### src/rtl/glb_axil_reg_bridge_if.sv
// glb_axil_reg_bridge_if: AXI4-Lite slave channels plus GLB config register request/return signals
// Ports: awaddr/awvalid/awready, wdata/wstrb/wvalid/wready, bresp/bvalid/bready,
//        araddr/arvalid/arready, rdata/rresp/rvalid/rready (AXI-Lite);
//        wr_en/wr_clk_en/wr_addr/wr_data, rd_en/rd_clk_en/rd_addr (register request);
//        rd_data/rd_data_valid (register return).
// Modports: slave = the bridge, master = host plus register target.
interface glb_axil_reg_bridge_if #(
  parameter int ADDR_WIDTH = 12,
  parameter int DATA_WIDTH = 32
);
  logic [ADDR_WIDTH-1:0] awaddr;
  logic                  awvalid;
  logic                  awready;
  logic [DATA_WIDTH-1:0] wdata;
  logic [3:0]            wstrb;
  logic                  wvalid;
  logic                  wready;
  logic [1:0]            bresp;
  logic                  bvalid;
  logic                  bready;
  logic [ADDR_WIDTH-1:0] araddr;
  logic                  arvalid;
  logic                  arready;
  logic [DATA_WIDTH-1:0] rdata;
  logic [1:0]            rresp;
  logic                  rvalid;
  logic                  rready;
  logic                  wr_en;
  logic                  wr_clk_en;
  logic [ADDR_WIDTH-1:0] wr_addr;
  logic [DATA_WIDTH-1:0] wr_data;
  logic                  rd_en;
  logic                  rd_clk_en;
  logic [ADDR_WIDTH-1:0] rd_addr;
  logic [DATA_WIDTH-1:0] rd_data;
  logic                  rd_data_valid;
  modport slave (
    input  awaddr, awvalid, wdata, wstrb, wvalid, bready, araddr, arvalid, rready, rd_data, rd_data_valid,
    output awready, wready, bresp, bvalid, arready, rdata, rresp, rvalid,
           wr_en, wr_clk_en, wr_addr, wr_data, rd_en, rd_clk_en, rd_addr
  );
  modport master (
    output awaddr, awvalid, wdata, wstrb, wvalid, bready, araddr, arvalid, rready, rd_data, rd_data_valid,
    input  awready, wready, bresp, bvalid, arready, rdata, rresp, rvalid,
           wr_en, wr_clk_en, wr_addr, wr_data, rd_en, rd_clk_en, rd_addr
  );
endinterface

### src/rtl/glb_axil_reg_bridge.sv
// glb_axil_reg_bridge: AXI4-Lite slave issuing single-cycle GLB config register write/read strobes
// Ports: clk, reset (sync, active-high); bus (glb_axil_reg_bridge_if.slave) carries the AXI-Lite
//        channels, the register write/read request outputs and the register read return inputs.
// One transaction outstanding; read/write priority alternates; read return is bounded by RD_TIMEOUT.
module glb_axil_reg_bridge #(
  parameter int ADDR_WIDTH = 12,
  parameter int DATA_WIDTH = 32,
  parameter int RD_TIMEOUT = 16
) (
  input logic clk,
  input logic reset,
  glb_axil_reg_bridge_if.slave bus
);
  typedef enum logic [2:0] {IDLE, WR, WR_HOLD, BRESP, RD, RD_WAIT, RRESP} state_t;
  localparam logic [7:0] TO = 8'(RD_TIMEOUT);
  state_t state_q, state_d;
  logic prio_q, prio_d, awready_q, awready_d, arready_q, arready_d;
  logic wr_en_q, wr_en_d, wr_ce_q, wr_ce_d, rd_en_q, rd_en_d, rd_ce_q, rd_ce_d;
  logic bvalid_q, bvalid_d, rvalid_q, rvalid_d;
  logic [1:0] bresp_q, bresp_d, rresp_q, rresp_d;
  logic [ADDR_WIDTH-1:0] wr_addr_q, wr_addr_d, rd_addr_q, rd_addr_d;
  logic [DATA_WIDTH-1:0] wr_data_q, wr_data_d, rdata_q, rdata_d;
  logic [7:0] cnt_q, cnt_d;
  logic acc, take_wr, take_rd, werr, rerr, rd_ph, rd_ok, rd_fail;
  // A ready is raised one cycle after eligibility is seen in IDLE; the handshake (accept)
  // happens in the cycle that ready is high, so IDLE leaves on acc.
  assign acc     = awready_q | arready_q;
  assign take_wr = bus.awvalid && bus.wvalid && (prio_q || !bus.arvalid);
  assign take_rd = bus.arvalid && !take_wr;
  assign werr    = bus.awaddr[1:0] != 2'b00 || bus.wstrb != 4'hF;
  assign rerr    = bus.araddr[1:0] != 2'b00;
  assign rd_ph   = state_q == RD || state_q == RD_WAIT;
  assign rd_ok   = rd_ph && bus.rd_data_valid;
  assign rd_fail = (arready_q && rerr) || (state_q == RD_WAIT && !bus.rd_data_valid && cnt_q == TO);
  always_ff @(posedge clk) begin
    if (reset) begin
      state_q   <= IDLE;
      prio_q    <= 1'b1;
      awready_q <= 1'b0;
      arready_q <= 1'b0;
      wr_en_q   <= 1'b0;
      wr_ce_q   <= 1'b0;
      rd_en_q   <= 1'b0;
      rd_ce_q   <= 1'b0;
      bvalid_q  <= 1'b0;
      rvalid_q  <= 1'b0;
      bresp_q   <= 2'b00;
      rresp_q   <= 2'b00;
      wr_addr_q <= '0;
      rd_addr_q <= '0;
      wr_data_q <= '0;
      rdata_q   <= '0;
      cnt_q     <= '0;
    end else begin
      state_q   <= state_d;
      prio_q    <= prio_d;
      awready_q <= awready_d;
      arready_q <= arready_d;
      wr_en_q   <= wr_en_d;
      wr_ce_q   <= wr_ce_d;
      rd_en_q   <= rd_en_d;
      rd_ce_q   <= rd_ce_d;
      bvalid_q  <= bvalid_d;
      rvalid_q  <= rvalid_d;
      bresp_q   <= bresp_d;
      rresp_q   <= rresp_d;
      wr_addr_q <= wr_addr_d;
      rd_addr_q <= rd_addr_d;
      wr_data_q <= wr_data_d;
      rdata_q   <= rdata_d;
      cnt_q     <= cnt_d;
    end
  end
  always_comb begin
    state_d = state_q;
    case (state_q)
      IDLE:    state_d = awready_q ? (werr ? BRESP : WR) : arready_q ? (rerr ? RRESP : RD) : IDLE;
      WR:      state_d = WR_HOLD;
      WR_HOLD: state_d = BRESP;
      BRESP:   state_d = bus.bready ? IDLE : BRESP;
      RD:      state_d = bus.rd_data_valid ? RRESP : RD_WAIT;
      RD_WAIT: state_d = (bus.rd_data_valid || cnt_q == TO) ? RRESP : RD_WAIT;
      RRESP:   state_d = bus.rready ? IDLE : RRESP;
      default: state_d = IDLE;
    endcase
  end
  // Outputs are registered from the next state so they line up with the state they describe.
  always_comb begin
    awready_d = state_q == IDLE && !acc && take_wr;
    arready_d = state_q == IDLE && !acc && take_rd;
    prio_d    = acc ? !prio_q : prio_q;
    wr_en_d   = state_d == WR;
    wr_ce_d   = state_d == WR || state_d == WR_HOLD;
    rd_en_d   = state_d == RD;
    rd_ce_d   = state_d == RD || state_d == RD_WAIT;
    bvalid_d  = state_d == BRESP;
    rvalid_d  = state_d == RRESP;
    wr_addr_d = awready_q ? bus.awaddr : wr_addr_q;
    wr_data_d = awready_q ? bus.wdata : wr_data_q;
    rd_addr_d = arready_q ? bus.araddr : rd_addr_q;
    bresp_d   = awready_q ? (werr ? 2'b10 : 2'b00) : bresp_q;
    cnt_d     = state_q == RD ? 8'd1 : state_q == RD_WAIT ? cnt_q + 8'd1 : cnt_q;
    rdata_d   = rd_ok ? bus.rd_data : rd_fail ? '0 : rdata_q;
    rresp_d   = rd_ok ? 2'b00 : rd_fail ? 2'b10 : rresp_q;
  end
  assign bus.awready   = awready_q;
  assign bus.wready    = awready_q;
  assign bus.arready   = arready_q;
  assign bus.bvalid    = bvalid_q;
  assign bus.bresp     = bresp_q;
  assign bus.rvalid    = rvalid_q;
  assign bus.rresp     = rresp_q;
  assign bus.rdata     = rdata_q;
  assign bus.wr_en     = wr_en_q;
  assign bus.wr_clk_en = wr_ce_q;
  assign bus.wr_addr   = wr_addr_q;
  assign bus.wr_data   = wr_data_q;
  assign bus.rd_en     = rd_en_q;
  assign bus.rd_clk_en = rd_ce_q;
  assign bus.rd_addr   = rd_addr_q;
endmodule

### src/flat_wrapper.sv
// flat-port wrapper written by rule: the top's interface ports become plain ports
module glb_axil_reg_bridge_flat 
#(
  parameter int ADDR_WIDTH = 12,
  parameter int DATA_WIDTH = 32,
  parameter int RD_TIMEOUT = 16
)
  (clk, reset, bus_awaddr, bus_awvalid, bus_wdata, bus_wstrb, bus_wvalid, bus_bready, bus_araddr, bus_arvalid, bus_rready, bus_rd_data, bus_rd_data_valid, bus_awready, bus_wready, bus_bresp, bus_bvalid, bus_arready, bus_rdata, bus_rresp, bus_rvalid, bus_wr_en, bus_wr_clk_en, bus_wr_addr, bus_wr_data, bus_rd_en, bus_rd_clk_en, bus_rd_addr);
  glb_axil_reg_bridge_if #(.ADDR_WIDTH(ADDR_WIDTH), .DATA_WIDTH(DATA_WIDTH)) bus_i ();
  input logic clk;
  input logic reset;
  input wire logic [$bits(bus_i.awaddr)-1:0] bus_awaddr;
  input wire logic [$bits(bus_i.awvalid)-1:0] bus_awvalid;
  input wire logic [$bits(bus_i.wdata)-1:0] bus_wdata;
  input wire logic [$bits(bus_i.wstrb)-1:0] bus_wstrb;
  input wire logic [$bits(bus_i.wvalid)-1:0] bus_wvalid;
  input wire logic [$bits(bus_i.bready)-1:0] bus_bready;
  input wire logic [$bits(bus_i.araddr)-1:0] bus_araddr;
  input wire logic [$bits(bus_i.arvalid)-1:0] bus_arvalid;
  input wire logic [$bits(bus_i.rready)-1:0] bus_rready;
  input wire logic [$bits(bus_i.rd_data)-1:0] bus_rd_data;
  input wire logic [$bits(bus_i.rd_data_valid)-1:0] bus_rd_data_valid;
  output wire logic [$bits(bus_i.awready)-1:0] bus_awready;
  output wire logic [$bits(bus_i.wready)-1:0] bus_wready;
  output wire logic [$bits(bus_i.bresp)-1:0] bus_bresp;
  output wire logic [$bits(bus_i.bvalid)-1:0] bus_bvalid;
  output wire logic [$bits(bus_i.arready)-1:0] bus_arready;
  output wire logic [$bits(bus_i.rdata)-1:0] bus_rdata;
  output wire logic [$bits(bus_i.rresp)-1:0] bus_rresp;
  output wire logic [$bits(bus_i.rvalid)-1:0] bus_rvalid;
  output wire logic [$bits(bus_i.wr_en)-1:0] bus_wr_en;
  output wire logic [$bits(bus_i.wr_clk_en)-1:0] bus_wr_clk_en;
  output wire logic [$bits(bus_i.wr_addr)-1:0] bus_wr_addr;
  output wire logic [$bits(bus_i.wr_data)-1:0] bus_wr_data;
  output wire logic [$bits(bus_i.rd_en)-1:0] bus_rd_en;
  output wire logic [$bits(bus_i.rd_clk_en)-1:0] bus_rd_clk_en;
  output wire logic [$bits(bus_i.rd_addr)-1:0] bus_rd_addr;
  assign bus_i.awaddr = bus_awaddr;
  assign bus_i.awvalid = bus_awvalid;
  assign bus_i.wdata = bus_wdata;
  assign bus_i.wstrb = bus_wstrb;
  assign bus_i.wvalid = bus_wvalid;
  assign bus_i.bready = bus_bready;
  assign bus_i.araddr = bus_araddr;
  assign bus_i.arvalid = bus_arvalid;
  assign bus_i.rready = bus_rready;
  assign bus_i.rd_data = bus_rd_data;
  assign bus_i.rd_data_valid = bus_rd_data_valid;
  assign bus_awready = bus_i.awready;
  assign bus_wready = bus_i.wready;
  assign bus_bresp = bus_i.bresp;
  assign bus_bvalid = bus_i.bvalid;
  assign bus_arready = bus_i.arready;
  assign bus_rdata = bus_i.rdata;
  assign bus_rresp = bus_i.rresp;
  assign bus_rvalid = bus_i.rvalid;
  assign bus_wr_en = bus_i.wr_en;
  assign bus_wr_clk_en = bus_i.wr_clk_en;
  assign bus_wr_addr = bus_i.wr_addr;
  assign bus_wr_data = bus_i.wr_data;
  assign bus_rd_en = bus_i.rd_en;
  assign bus_rd_clk_en = bus_i.rd_clk_en;
  assign bus_rd_addr = bus_i.rd_addr;
  glb_axil_reg_bridge #(.ADDR_WIDTH(ADDR_WIDTH), .DATA_WIDTH(DATA_WIDTH), .RD_TIMEOUT(RD_TIMEOUT)) u_core (.clk(clk), .reset(reset), .bus(bus_i));
endmodule
### config.mk
export PLATFORM = sky130hd
export DESIGN_NAME = glb_axil_reg_bridge_flat
export DESIGN_NICKNAME = d
export VERILOG_FILES = /design/src/rtl/glb_axil_reg_bridge_if.sv /design/src/rtl/glb_axil_reg_bridge.sv /design/src/flat_wrapper.sv
export SDC_FILE = /design/constraint.sdc
export NUM_CORES = 1
export LEC_CHECK = 0
export ABC_AREA = 0
export CAP_MARGIN = 20
export CORE_ASPECT_RATIO = 0.6
export CORE_MARGIN = 4
export CORE_UTILIZATION = 41
export CTS_CLUSTER_SIZE = 28
export DETAILED_ROUTE_END_ITERATION = 16
export GPL_ROUTABILITY_DRIVEN = 0
export PLACE_DENSITY = 0.9
export SETUP_SLACK_MARGIN = 0.1
export SYNTH_ARGS = -nofsm -noshare
export SYNTH_HDL_FRONTEND = slang
export SYNTH_SLANG_ARGS = --single-unit
export TNS_END_PERCENT = 30
### constraint.sdc
create_clock -name clk -period 1.7 [get_ports clk]
set_input_delay 0.51 -clock clk [delete_from_list [all_inputs] [get_ports clk]]
set_output_delay 0.51 -clock clk [all_outputs]
set_load 0.01 [all_outputs]
==> impl_metrics.yaml, run 1 <==
power:
  p_leak_nw: 2.85
  power.density_mw_per_mm2: 1040
  p_seq_frac: 0.442
  p_int_mw: 4.81
  peakVddDrop_uv: 754
  p_sw_frac: 0.299
  p_sw_mw: 2.05
  pwr-share-clk: 0.286
  total_power_mw: 6.86
  power_frac_comb: 0.273
synthesis:
  avgSynthCellArea_sq_um: 9.58
  synth.distinct_cells: 46
  synth_seq_cells: 110
  yosysWarnings: 0
  synth_ff_type: "dfxtp_1"
  synth_cells: 436
  synth_area_sq_mm: 0.00418
  synth-edff-count: 0
  async_reset_ff_frac: 0
  ys_seq_area_frac: 0.527
placement:
  dp.cells: 750
  post-place-ws_ns: -0.329
  hpwl_microns: 9120
  io_buffer_count: 198
setup_path:
  startpoint_type: "flip-flop"
  crit_start: "u_core.bus.awready$_SDFF_PP0_"
  critical_path_buf_inv_count: 1
  crit_slowest_cell: "dfxtp_4"
  crit_path_end_kind: "output pin"
  path_delay_family: "flip-flops"
  reg2reg_depth: 7
  r2r_end: "u_core.bus.rresp[1]$_SDFFE_PP0P_"
  rr_startpoint: "u_core.cnt_q[0]$_SDFFE_PP0N_"
  path_cells: "dlygate4sd2_1"
  r2r_slack_ns: 0.15
  crit_required_ns: 1.19
  cpPeakStageDelay_ns: 0.44
  cp-endpoint: "bus_awready"
  worst_ep_arrival_time_ns: 1.08
  critical_path_class: "reg -> out"
  crit_cells: 1
  cp_max_fo: 12
cells_and_area:
  final_common_cell: "dfxtp_1"
  drive_gt1_frac: 0.0975
  diodes: 0
  mostFrequentLayoutCells: "dfxtp_1, dlygate4sd2_1, clkdlybuf4s50_1, nor2_1, mux2i_1"
  finish.net_count: 733
  syn_to_final_growth_pct: 57.7
  final_util: 0.667
  fin_cells: 771
floorplanning:
  initial_core_util: 0.423
  die_w_microns: 138
  rows: 28
  die_area_sq_mm: 0.0119
  ios: 201
  die_y_microns: 86.2
  coreArea_sq_mm: 0.00988
routing:
  firstDrtPassIters: 4
  routed-via-count: 3788
  drt_wl_total_microns: 12600
  vias_per_cell: 4.91
  drt-initial-drc-count: 174
  wl_per_cell_microns: 16.3
  ant_nets: 0
  route.detailed.drc: 0
timing:
  slew_violations: 0
  tightest_slew_ns: 0.573
  rsz0062_at_grt: "yes"
  whs_ns: 0.423
  period_share: 0.938
  timing.fmax_mhz: 627
  hold_violations: 0
  setup_viol: 0
  post-route-worst-setup-slack_ns: 0.105
  fin_skew_ns: 0.00696
  final.min_clock_period_ns: 1.59
  max_slew_margin: 0.618
min_path:
  hp-class: "in -> reg"
run:
  maxCapViolCount: 0
global_route:
  grt_util_all_layers: 0.201
  grt_pass1_wl_microns: 19700
  grt_pass1_vias: 3925
  grt.overflow.total: 0
  grt_start_max_net_pins: 58
  antenna_found_initial: 0
clock_tree:
  clock-sinks: 110
  cts_tree: "yes"
  clkTransAtPathRegs_ns: 0.08
  numCtsBuffers: 9
  clk_path_buf_depth: 2
  htree_num_levels: 3
  root_buffer: "clkbuf_16"
  hold_buffers: 0
  insertion_delay_ns: 0.34
status:
  outcome: "complete, no violations"
worst min path at each step:
stage                                                  from                                 to  slack [ns]  depth (start not counted)
after floorplan                u_core.cnt_q[1]$_SDFFE_PP0N_       u_core.cnt_q[1]$_SDFFE_PP0N_        0.47                          2
after global placement     u_core.bus.rresp[1]$_SDFFE_PP0P_   u_core.bus.rresp[1]$_SDFFE_PP0P_        0.45                          2
after detailed placement  u_core.bus.rdata[17]$_SDFFE_PP0P_  u_core.bus.rdata[17]$_SDFFE_PP0P_        0.46                          2
after CTS                                             reset       u_core.state_q[2]$_SDFF_PP0_        0.45                          2
after global routing                                  reset       u_core.state_q[2]$_SDFF_PP0_        0.43                          2
final                                                 reset       u_core.state_q[2]$_SDFF_PP0_        0.42                          2
sequential cells by signal, summed over array words and instances (netlist names), 3 cells and up:
signal	cells
u_core.bus.rd_addr	12
u_core.bus.rdata	32
u_core.bus.wr_addr	12
u_core.bus.wr_data	32
u_core.cnt_q	8
u_core.state_q	3
power by group through the flow:
stage / sequential, mW / combinational [mW] / clock [mW]
2_1_floorplan: 3.12 / 0.913 / 0
3_3_place_gp: 3.07 / 1.80 / 0
3_5_place_dp: 3.08 / 1.87 / 0
4_1_cts: 3.02 / 1.77 / 2.00
5_1_grt: 3.06 / 2.03 / 2.10
6_report: 3.03 / 1.87 / 1.96
Yosys cell counts, types with 2 or more instances:
master | number | area (sq um)
ha_1 | 2 | 25.0
nand4_1 | 5 | 31.3
clkbuf_1 | 10 | 37.5
nor3_1 | 3 | 15.0
nand3_1 | 36 | 180
o21ai_0 | 2 | 10.0
o21a_1 | 2 | 15.0
xor2_1 | 3 | 26.3
a211oi_1 | 2 | 15.0
mux2i_1 | 57 | 571
buf_6 | 4 | 45.0
buf_2 | 14 | 70.1
nand2_1 | 37 | 139
nor2b_1 | 3 | 18.8
inv_1 | 7 | 26.3
nand2b_1 | 2 | 12.5
xnor2_1 | 2 | 17.5
a21oi_1 | 38 | 190
buf_4 | 4 | 30.0
or3_1 | 2 | 12.5
dfxtp_1 | 110 | 2200
nor2_1 | 64 | 240
and3_1 | 4 | 25.0
worst register-to-register path, stage by stage, from the launching register on:
cell and delay, ns:
dfxtp_2 0.32, inv_2 0.07, ha_1 0.16, and4bb_4 0.27, a41oi_4 0.11, buf_12 0.16, buf_6 0.14, a211oi_1 0.24
timing repair:
item,CTS,global route
setup buffers,0,2
gates cloned,0,3
pin swaps,5,8
endpoints found under the setup margin,134,44
resized for setup,112,13
layer usage:
metal  routed length (microns)  track usage
met1                      5110        0.229
met2                      6370        0.365
met3                       926       0.0700
met4                       164       0.0511
met5                         0            0
kinds of logic (layout without fill, tap and decap cells):
logic type	Yosys count	count (layout)	share of synthesized area
simple gates	167	167	0.185
flops	110	110	0.527
mux	57	57	0.137
compound gates	55	55	0.0842
buf+inv	39	238	0.0500
xor+xnor	5	5	0.0105
fa+ha+maj	2	2	0.00599
other cells	1	2	0.000898
metrics by stage:
stage                     instance area, sq um  setup TNS [ns]
after floorplan                           4180               0
after global placement                    6270           -9.07
after detailed placement                  6270          -11.09
after CTS                                 6460               0
after global routing                      6590               0
final                                     6590               0
area by class of cell:
| class | count | area [sq um] |
|---|---|---|
| fill | 769 | 3290 |
| sequential | 110 | 2210 |
| timing repair buffer | 215 | 2070 |
| multi-input combinational | 288 | 1840 |
| clock buffer | 9 | 225 |
| tap | 135 | 169 |
| clock inverter | 7 | 48.8 |
| inverter | 7 | 26.3 |
Power figures use the tool's default switching activity.
==> inputs of run 2 (changes only) <==
- CAP_MARGIN: 20 -> not set
==> results of run 2 <==
The final DEF is identical to that of run 1; final timing and power are the same.
